`config.mk`:
```
export PLATFORM = sky130hd
export DESIGN_NAME = fft_butterfly_unit
export DESIGN_NICKNAME = d
export VERILOG_FILES = /design/src/rtl/fft_pkg.sv /design/src/rtl/fft_butterfly_unit.sv
export SDC_FILE = /design/constraint.sdc
export NUM_CORES = 2
export LEC_CHECK = 0
export CAP_MARGIN = 20
export CORE_MARGIN = 2
export CORE_UTILIZATION = 65
export CTS_CLUSTER_SIZE = 10
export DETAILED_ROUTE_END_ITERATION = 8
export PLACE_DENSITY_LB_ADDON = 0.08
export REMOVE_ABC_BUFFERS = 1
export SLEW_MARGIN = 20
export SYNTH_ARGS = -nofsm -noshare
export SYNTH_HDL_FRONTEND = slang
export SYNTH_SLANG_ARGS = --single-unit
```
`constraint.sdc`:
```
create_clock -name clock -period 22.7 [get_ports clock]
set_input_delay 3.405 -clock clock [delete_from_list [all_inputs] [get_ports clock]]
set_output_delay 3.405 -clock clock [all_outputs]
set_load 0.005 [all_outputs]
```
`src/rtl/fft_pkg.sv`:
```
// Shared definitions for the radix-2 FFT datapath: default word width, complex
// field helpers, output saturation and the 16-point twiddle constants.
package fft_pkg;

  localparam int FFT_WIDTH = 36;

  // Words are handled through a 64-bit carrier so the helpers serve any even
  // WIDTH up to 64; callers size-cast the result back to their half width.
  function automatic logic signed [63:0] fft_re(input logic [63:0] word, input int width);
    logic signed [63:0] t;
    int                 h;
    h = width / 2;
    t = signed'(word << (64 - width));
    return t >>> (64 - h);
  endfunction

  function automatic logic signed [63:0] fft_im(input logic [63:0] word, input int width);
    logic signed [63:0] t;
    int                 h;
    h = width / 2;
    t = signed'(word << (64 - h));
    return t >>> (64 - h);
  endfunction

  function automatic logic signed [63:0] fft_sat(input logic signed [63:0] x, input int h);
    logic signed [63:0] hi;
    logic signed [63:0] lo;
    hi = (64'sd1 <<< (h - 1)) - 64'sd1;
    lo = -(64'sd1 <<< (h - 1));
    if (x > hi) return hi;
    if (x < lo) return lo;
    return x;
  endfunction

  // e^(-j*2*pi*k/16) in Q1.17; +1.0 is clipped to the largest positive code.
  function automatic logic [FFT_WIDTH-1:0] fft_w16(input logic [2:0] k);
    logic [FFT_WIDTH-1:0] r;
    case (k)
      3'd0:    r = {18'sd131071, 18'sd0};
      3'd1:    r = {18'sd121095, -18'sd50159};
      3'd2:    r = {18'sd92682, -18'sd92682};
      3'd3:    r = {18'sd50159, -18'sd121095};
      3'd4:    r = {18'sd0, 18'h20000};
      3'd5:    r = {-18'sd50159, -18'sd121095};
      3'd6:    r = {-18'sd92682, -18'sd92682};
      default: r = {-18'sd121095, -18'sd50159};
    endcase
    return r;
  endfunction

endpackage

```
`src/rtl/fft_butterfly_unit.sv`:
```
// Two-stage pipelined radix-2 DIT butterfly: registered full-precision
// products, then rounded W*B and saturated A +/- W*B.
module fft_butterfly_unit
  import fft_pkg::*;
#(
  parameter int WIDTH = FFT_WIDTH
) (
  input  logic             clock,
  input  logic             reset,
  input  logic             in_valid,
  input  logic [WIDTH-1:0] a,
  input  logic [WIDTH-1:0] b,
  input  logic [WIDTH-1:0] w,
  output logic             out_valid,
  output logic [WIDTH-1:0] apwb,
  output logic [WIDTH-1:0] anwb
);

  localparam int H = WIDTH / 2;
  localparam int F = H - 1;
  localparam int P = 2 * H;
  localparam int S = P + 2;
  localparam int E = H + 3;
  localparam logic signed [S-1:0] RND = {{(S - F){1'b0}}, 1'b1, {(F - 1){1'b0}}};

  logic signed [H-1:0] br, bi, wr, wi;
  logic signed [P-1:0] p_rr_d, p_ii_d, p_ri_d, p_ir_d;
  logic signed [P-1:0] p_rr_q, p_ii_q, p_ri_q, p_ir_q;
  logic [WIDTH-1:0]    a_d, a_q;
  logic                v1_d, v1_q;

  always_comb begin
    br     = H'(fft_re(64'(b), WIDTH));
    bi     = H'(fft_im(64'(b), WIDTH));
    wr     = H'(fft_re(64'(w), WIDTH));
    wi     = H'(fft_im(64'(w), WIDTH));
    p_rr_d = P'(wr) * P'(br);
    p_ii_d = P'(wi) * P'(bi);
    p_ri_d = P'(wr) * P'(bi);
    p_ir_d = P'(wi) * P'(br);
    a_d    = a;
    v1_d   = in_valid;
    if (reset) begin
      p_rr_d = '0;
      p_ii_d = '0;
      p_ri_d = '0;
      p_ir_d = '0;
      a_d    = '0;
      v1_d   = 1'b0;
    end
  end

  logic signed [H-1:0] ar, ai;
  logic signed [S-1:0] sum_r, sum_i;
  logic signed [E-1:0] wbr, wbi, ar_e, ai_e, pr, pi, nr, ni;
  logic [WIDTH-1:0]    apwb_d, apwb_q, anwb_d, anwb_q;
  logic                v2_d, v2_q;

  // Sum at full precision, then one arithmetic shift gives round-half-up.
  always_comb begin
    ar     = H'(fft_re(64'(a_q), WIDTH));
    ai     = H'(fft_im(64'(a_q), WIDTH));
    sum_r  = S'(p_rr_q) - S'(p_ii_q) + RND;
    sum_i  = S'(p_ri_q) + S'(p_ir_q) + RND;
    wbr    = E'(sum_r >>> F);
    wbi    = E'(sum_i >>> F);
    ar_e   = E'(ar);
    ai_e   = E'(ai);
    pr     = ar_e + wbr;
    pi     = ai_e + wbi;
    nr     = ar_e - wbr;
    ni     = ai_e - wbi;
    apwb_d = {H'(fft_sat(64'(pr), H)), H'(fft_sat(64'(pi), H))};
    anwb_d = {H'(fft_sat(64'(nr), H)), H'(fft_sat(64'(ni), H))};
    v2_d   = v1_q;
    if (reset) begin
      apwb_d = '0;
      anwb_d = '0;
      v2_d   = 1'b0;
    end
  end

  always_ff @(posedge clock) begin
    p_rr_q <= p_rr_d;
    p_ii_q <= p_ii_d;
    p_ri_q <= p_ri_d;
    p_ir_q <= p_ir_d;
    a_q    <= a_d;
    v1_q   <= v1_d;
    apwb_q <= apwb_d;
    anwb_q <= anwb_d;
    v2_q   <= v2_d;
  end

  assign out_valid = v2_q;
  assign apwb      = apwb_q;
  assign anwb      = anwb_q;

endmodule

```
; Word-level counts from Yosys, hierarchy flattened
; Cells that the tools add are included.
[word_totals]
reg_bits = 254
in_bits = 111
output_inout_bits = 73
[classes]
addsub = 8
mul = 4
magnitude_cmp = 8
mux = 28
[op_table]
columns = cell, n
row1 = 18-bit two-way mux, 16
row2 = 18-bit by 18-bit multiplier with 36-bit output, 4
row3 = "21-bit by 18-bit greater-than comparator with 1-bit output, second input constant", 4
row4 = "21-bit by 18-bit < comparator with 1-bit output, second input constant", 4
row5 = "37-bit by 18-bit adder with 38-bit output, second input constant", 2
row6 = 18-bit by 21-bit adder with 21-bit output, 2
row7 = 18-bit by 21-bit subtractor with 21-bit output, 2
row8 = 36-bit by 36-bit adder with 37-bit output, 1
row9 = 36-bit by 36-bit subtractor with 37-bit output, 1
row10 = 1-bit two-way mux, 12

; Longest topological paths before layout
[depth]
depth_word = 8
depth_mapped = 28
mapped_depth_nobuf = 27

; Worst setup path before layout
; No wires, ideal clock.
[synth_timing]
path_kind = input-to-reg
startpoint = input w[30]
endpoint = register p_rr_q[34]
setup_ns = 0.120
t_arrival_ns = 9.563
required_time_ns = 22.580
slack_ns = 13.018
cell_stages = 26
path_cell_list = clkbuf_1 > clkbuf_1 > nand2_1 > fa_1 > inv_1 > fa_1 > inv_1 > fa_1 > inv_1 > fa_1 > inv_1 > fa_1 > inv_1 > fa_1 > ha_1 > a21o_1 > a21o_1 > a21o_1 > a311oi_1 > nor2b_1 > a221oi_1 > a211o_1 > o211ai_1 > o31ai_1 > nor4b_1 > a211o_1
[synth_via]
elab_chain_len = 1
[synth_rtl]
columns = element, line
row1 = start: declaration, fft_butterfly_unit.sv:13  ; input logic [WIDTH-1:0] w,
row2 = 18-bit by 18-bit multiplier with 36-bit output, fft_butterfly_unit.sv:37  ; p_rr_d = P'(wr) * P'(br);
row3 = end signal: assignment, fft_butterfly_unit.sv:84  ; p_rr_q <= p_rr_d;
row4 = end: declaration, fft_butterfly_unit.sv:28  ; logic signed [P-1:0] p_rr_q, p_ii_q, p_ri_q, p_ir_q;
; Every way passes these cells.
; A chain may end at the register's enable or synchronous reset.

; Worst setup path in the final report
[layout_timing]
startpoint = input w[6]
endpoint = register p_ii_q[32]
[layout_via]
elab_chain_len = 1
[layout_rtl]
columns = element, line
row1 = 18-bit by 18-bit multiplier with 36-bit output, fft_butterfly_unit.sv:38  ; p_ii_d = P'(wi) * P'(bi);
row2 = end signal: assignment, fft_butterfly_unit.sv:85  ; p_ii_q <= p_ii_d;
row3 = end: declaration, fft_butterfly_unit.sv:28
; Every way passes these cells.

==> qor.yml <==
outcome:
  outcome: "finished clean"
grt:
  grt_pass1_vias: 47126
  grt_first_pass_wirelength_microns: 249000
  grt.total_usage_pct: 32.3
  grt_max_degree: 68
  overflow: 0
  antenna_found_initial: 1
timing:
  holdWs_ns: 0.436
  fmax_ghz: 0.0964
  hold_viol: 0
  drv_slew: 0
  slew_headroom_pct: 25.2
  fin_tns_setup_ns: 0
  fin_crit_sh_pct: 45.7
  rsz0062_at_grt: "false"
  final.setup_skew_ns: 0.0165
  period_minus_slack_ns: 10.38
  setup_viol: 0
  worst_slew_pin_slew_ns: 1.12
yosys:
  synth_edf_count: 0
  yosysWarnings: 0
  ys_ff_latch: 254
  yosysUniqueCellTypes: 84
  syn-cell-area_sq_um: 61700
  yosys.area_share.simple_pct: 14.7
  synth_ff_type: "dfxtp_1"
  synth_top_area_cell: "fa_1"
  syn_area_per_cell_sq_um: 9.08
  netlist.area_leader.share_pct: 42.8
  synth.mux.area_fraction_pct: 0.0912
  synth_common_cells: "1,488 x inv_1, 1,320 x fa_1, 836 x nand2_1"
  synth_area_leaders: "fa_1 43%, ha_1 12%, inv_1 9.0%"
  synth_compound_area_share_pct: 7.30
  syn_inst: 6800
  async_flop_share_pct: 0
  ys_seq_area_share_pct: 8.24
  synth_top_family_by_area: "adder cells"
  synth_adder_area_share_pct: 55.0
  yosysMostFrequentCell: "inv_1"
  synth_xor_xnor_area_share_pct: 3.63
worst_setup_path:
  r2r_slack_ns: 15.78
  critPathArrivalTime_ns: 10.81
  path_class: "input port to flop"
  path_max_fanout: 36
  r2r_start: "p_ii_q[3]$_SDFF_PP0_"
  cp-endpoint: "p_ii_q[32]$_SDFF_PP0_"
  startpoint: "w[6]"
  cp.required_ns: 23.14
  reg2regPathDepth: 22
  start_kind: "input port"
  r2r-end: "anwb[21]$_SDFF_PP0_"
  cp-end-kind: "flop"
floorplan:
  dieArea_sq_um: 97500
  die_w_microns: 312
  start_util_pct: 65.3
  ioPinCount: 184
  row_count: 113
  die_y_microns: 312
  core_area_sq_um: 94600
place:
  numPortBuffers: 183
  place_hpwl_microns: 116000
  gp_congestion: 0.948
layout:
  area_growth_syn_to_layout_pct: 6.31
  drive_above_1_share_pct: 2.69
  fin_nets: 8806
drt:
  dr.pass1.iters: 6
  drt_wl_total_microns: 151000
  viasPerCell: 5.58
  vias: 44951
  drc: 0
  avgRoutedWirePerCell_microns: 18.7
  dr.first_iter.drc_count: 3272
  antenna_left: 0
clocking:
  clock_path_buffers: 3
  clk-insertion-delay-late_ns: 0.56
  cts_buffers: 37
  holdBufCountCts: 0
  cts_resized: 0
  postCtsSetupBuffers: 0
  tritoncts: "built"
  clock_sinks: 254
  htreeDepth: 2
  path_clk_slew_ns: 0.05
  cts_root_buf: "clkbuf_16"
worst_hold_path:
  hold_class: "flop to flop"
run:
  maxCapViolations: 0
==> cell type report <==
| cell class | instances | area, sq um |
|---|---|---|
| antenna | 1 | 2.50 |
| clock buffer | 47 | 1000 |
| inverter | 1488 | 5590 |
| fill | 7652 | 28900 |
| tap | 1265 | 1580 |
| timing repair buffer | 263 | 2420 |
| sequential | 254 | 5080 |
| multi-input combinational | 4731 | 49800 |
| clock inverter | 13 | 143 |
==> state kept, by name (all words and copies together) (netlist names) <==
name,flops
p_ii_q,36
p_ir_q,36
p_ri_q,36
apwb,36
out_valid,1
v1_q,1
anwb,36
a_q,36
p_rr_q,36
==> layer usage <==
layer	global-route usage (%)	routed length (microns)	part of all wire, %	vias to the layer above
li1	-	-	-	20309
met1	46.1	63900	42	22726
met2	50.7	68500	45	1700
met3	5.31	12700	8.4	214
met4	10.6	5670	3.8	2
met5	0	13	0.0086	-
==> layout by cell type (no fill, tap or decap), types with 118 or more instances in the layout <==
cell and instances:
a21oi_1 186, and2_1 483, clkdlybuf4s50_1 179, dfxtp_1 254, fa_1 1320, ha_1 600
inv_1 1488, nand2_1 836, nor2_1 226, o21ai_0 118, xnor2_1 175
==> kinds of logic (layout without fill, tap and decap cells) <==
family / Yosys count / count (layout)
AOI/OAI and AO/OA: 670 / 670
xor gates and xnor gates: 251 / 251
adders and majority gates: 1920 / 1920
buffers and inverters: 1815 / 1811
DFF: 254 / 254
muxes: 5 / 5
other: 0 / 1
and+or+nand+nor: 1885 / 1885
==> metrics by stage <==
stage,area [sq um],cells,utilization (%),worst slack [ns]
2_1_floorplan,60500,6473,-,13.52
3_3_place_gp,64500,8001,68.2,12.06
5_1_grt,65600,8061,69.4,12.06
6_report,65600,8062,69.4,12.32
3_5_place_dp,64500,8001,68.2,11.93
4_1_cts,65600,8061,69.4,12.50
==> worst max-delay path, stage by stage <==
cell and delay [ns]:
clkdlybuf4s50_1 0.46, buf_4 0.46, nand2_1 0.16, fa_1 0.56, inv_1 0.05, fa_1 0.45
ha_1 0.29, ha_1 0.29, ha_1 0.28, inv_1 0.05, fa_1 0.51, inv_1 0.05
ha_1 0.27, a21o_1 0.16, a21o_1 0.21, a2111oi_0 0.43, o21bai_1 0.23, a211oi_1 0.60
o21ai_0 0.32, a31oi_1 0.66, o21ai_0 0.33, a41oi_1 0.31, xor2_1 0.17, nor2_1 0.05
==> how the worst min path moves through the flow <==
stage | start | end | depth (start not counted) | slack, ns
5_1_grt | v1_q$_SDFF_PP0_ | out_valid$_SDFF_PP0_ | 1 | 0.46
3_5_place_dp | v1_q$_SDFF_PP0_ | out_valid$_SDFF_PP0_ | 1 | 0.44
4_1_cts | v1_q$_SDFF_PP0_ | out_valid$_SDFF_PP0_ | 1 | 0.44
2_1_floorplan | v1_q$_SDFF_PP0_ | out_valid$_SDFF_PP0_ | 1 | 0.41
6_report | v1_q$_SDFF_PP0_ | out_valid$_SDFF_PP0_ | 1 | 0.44
3_3_place_gp | v1_q$_SDFF_PP0_ | out_valid$_SDFF_PP0_ | 1 | 0.42
Power is not shown: default switching activity piles up to over one toggle a cycle in this logic, so the estimate is an artifact.
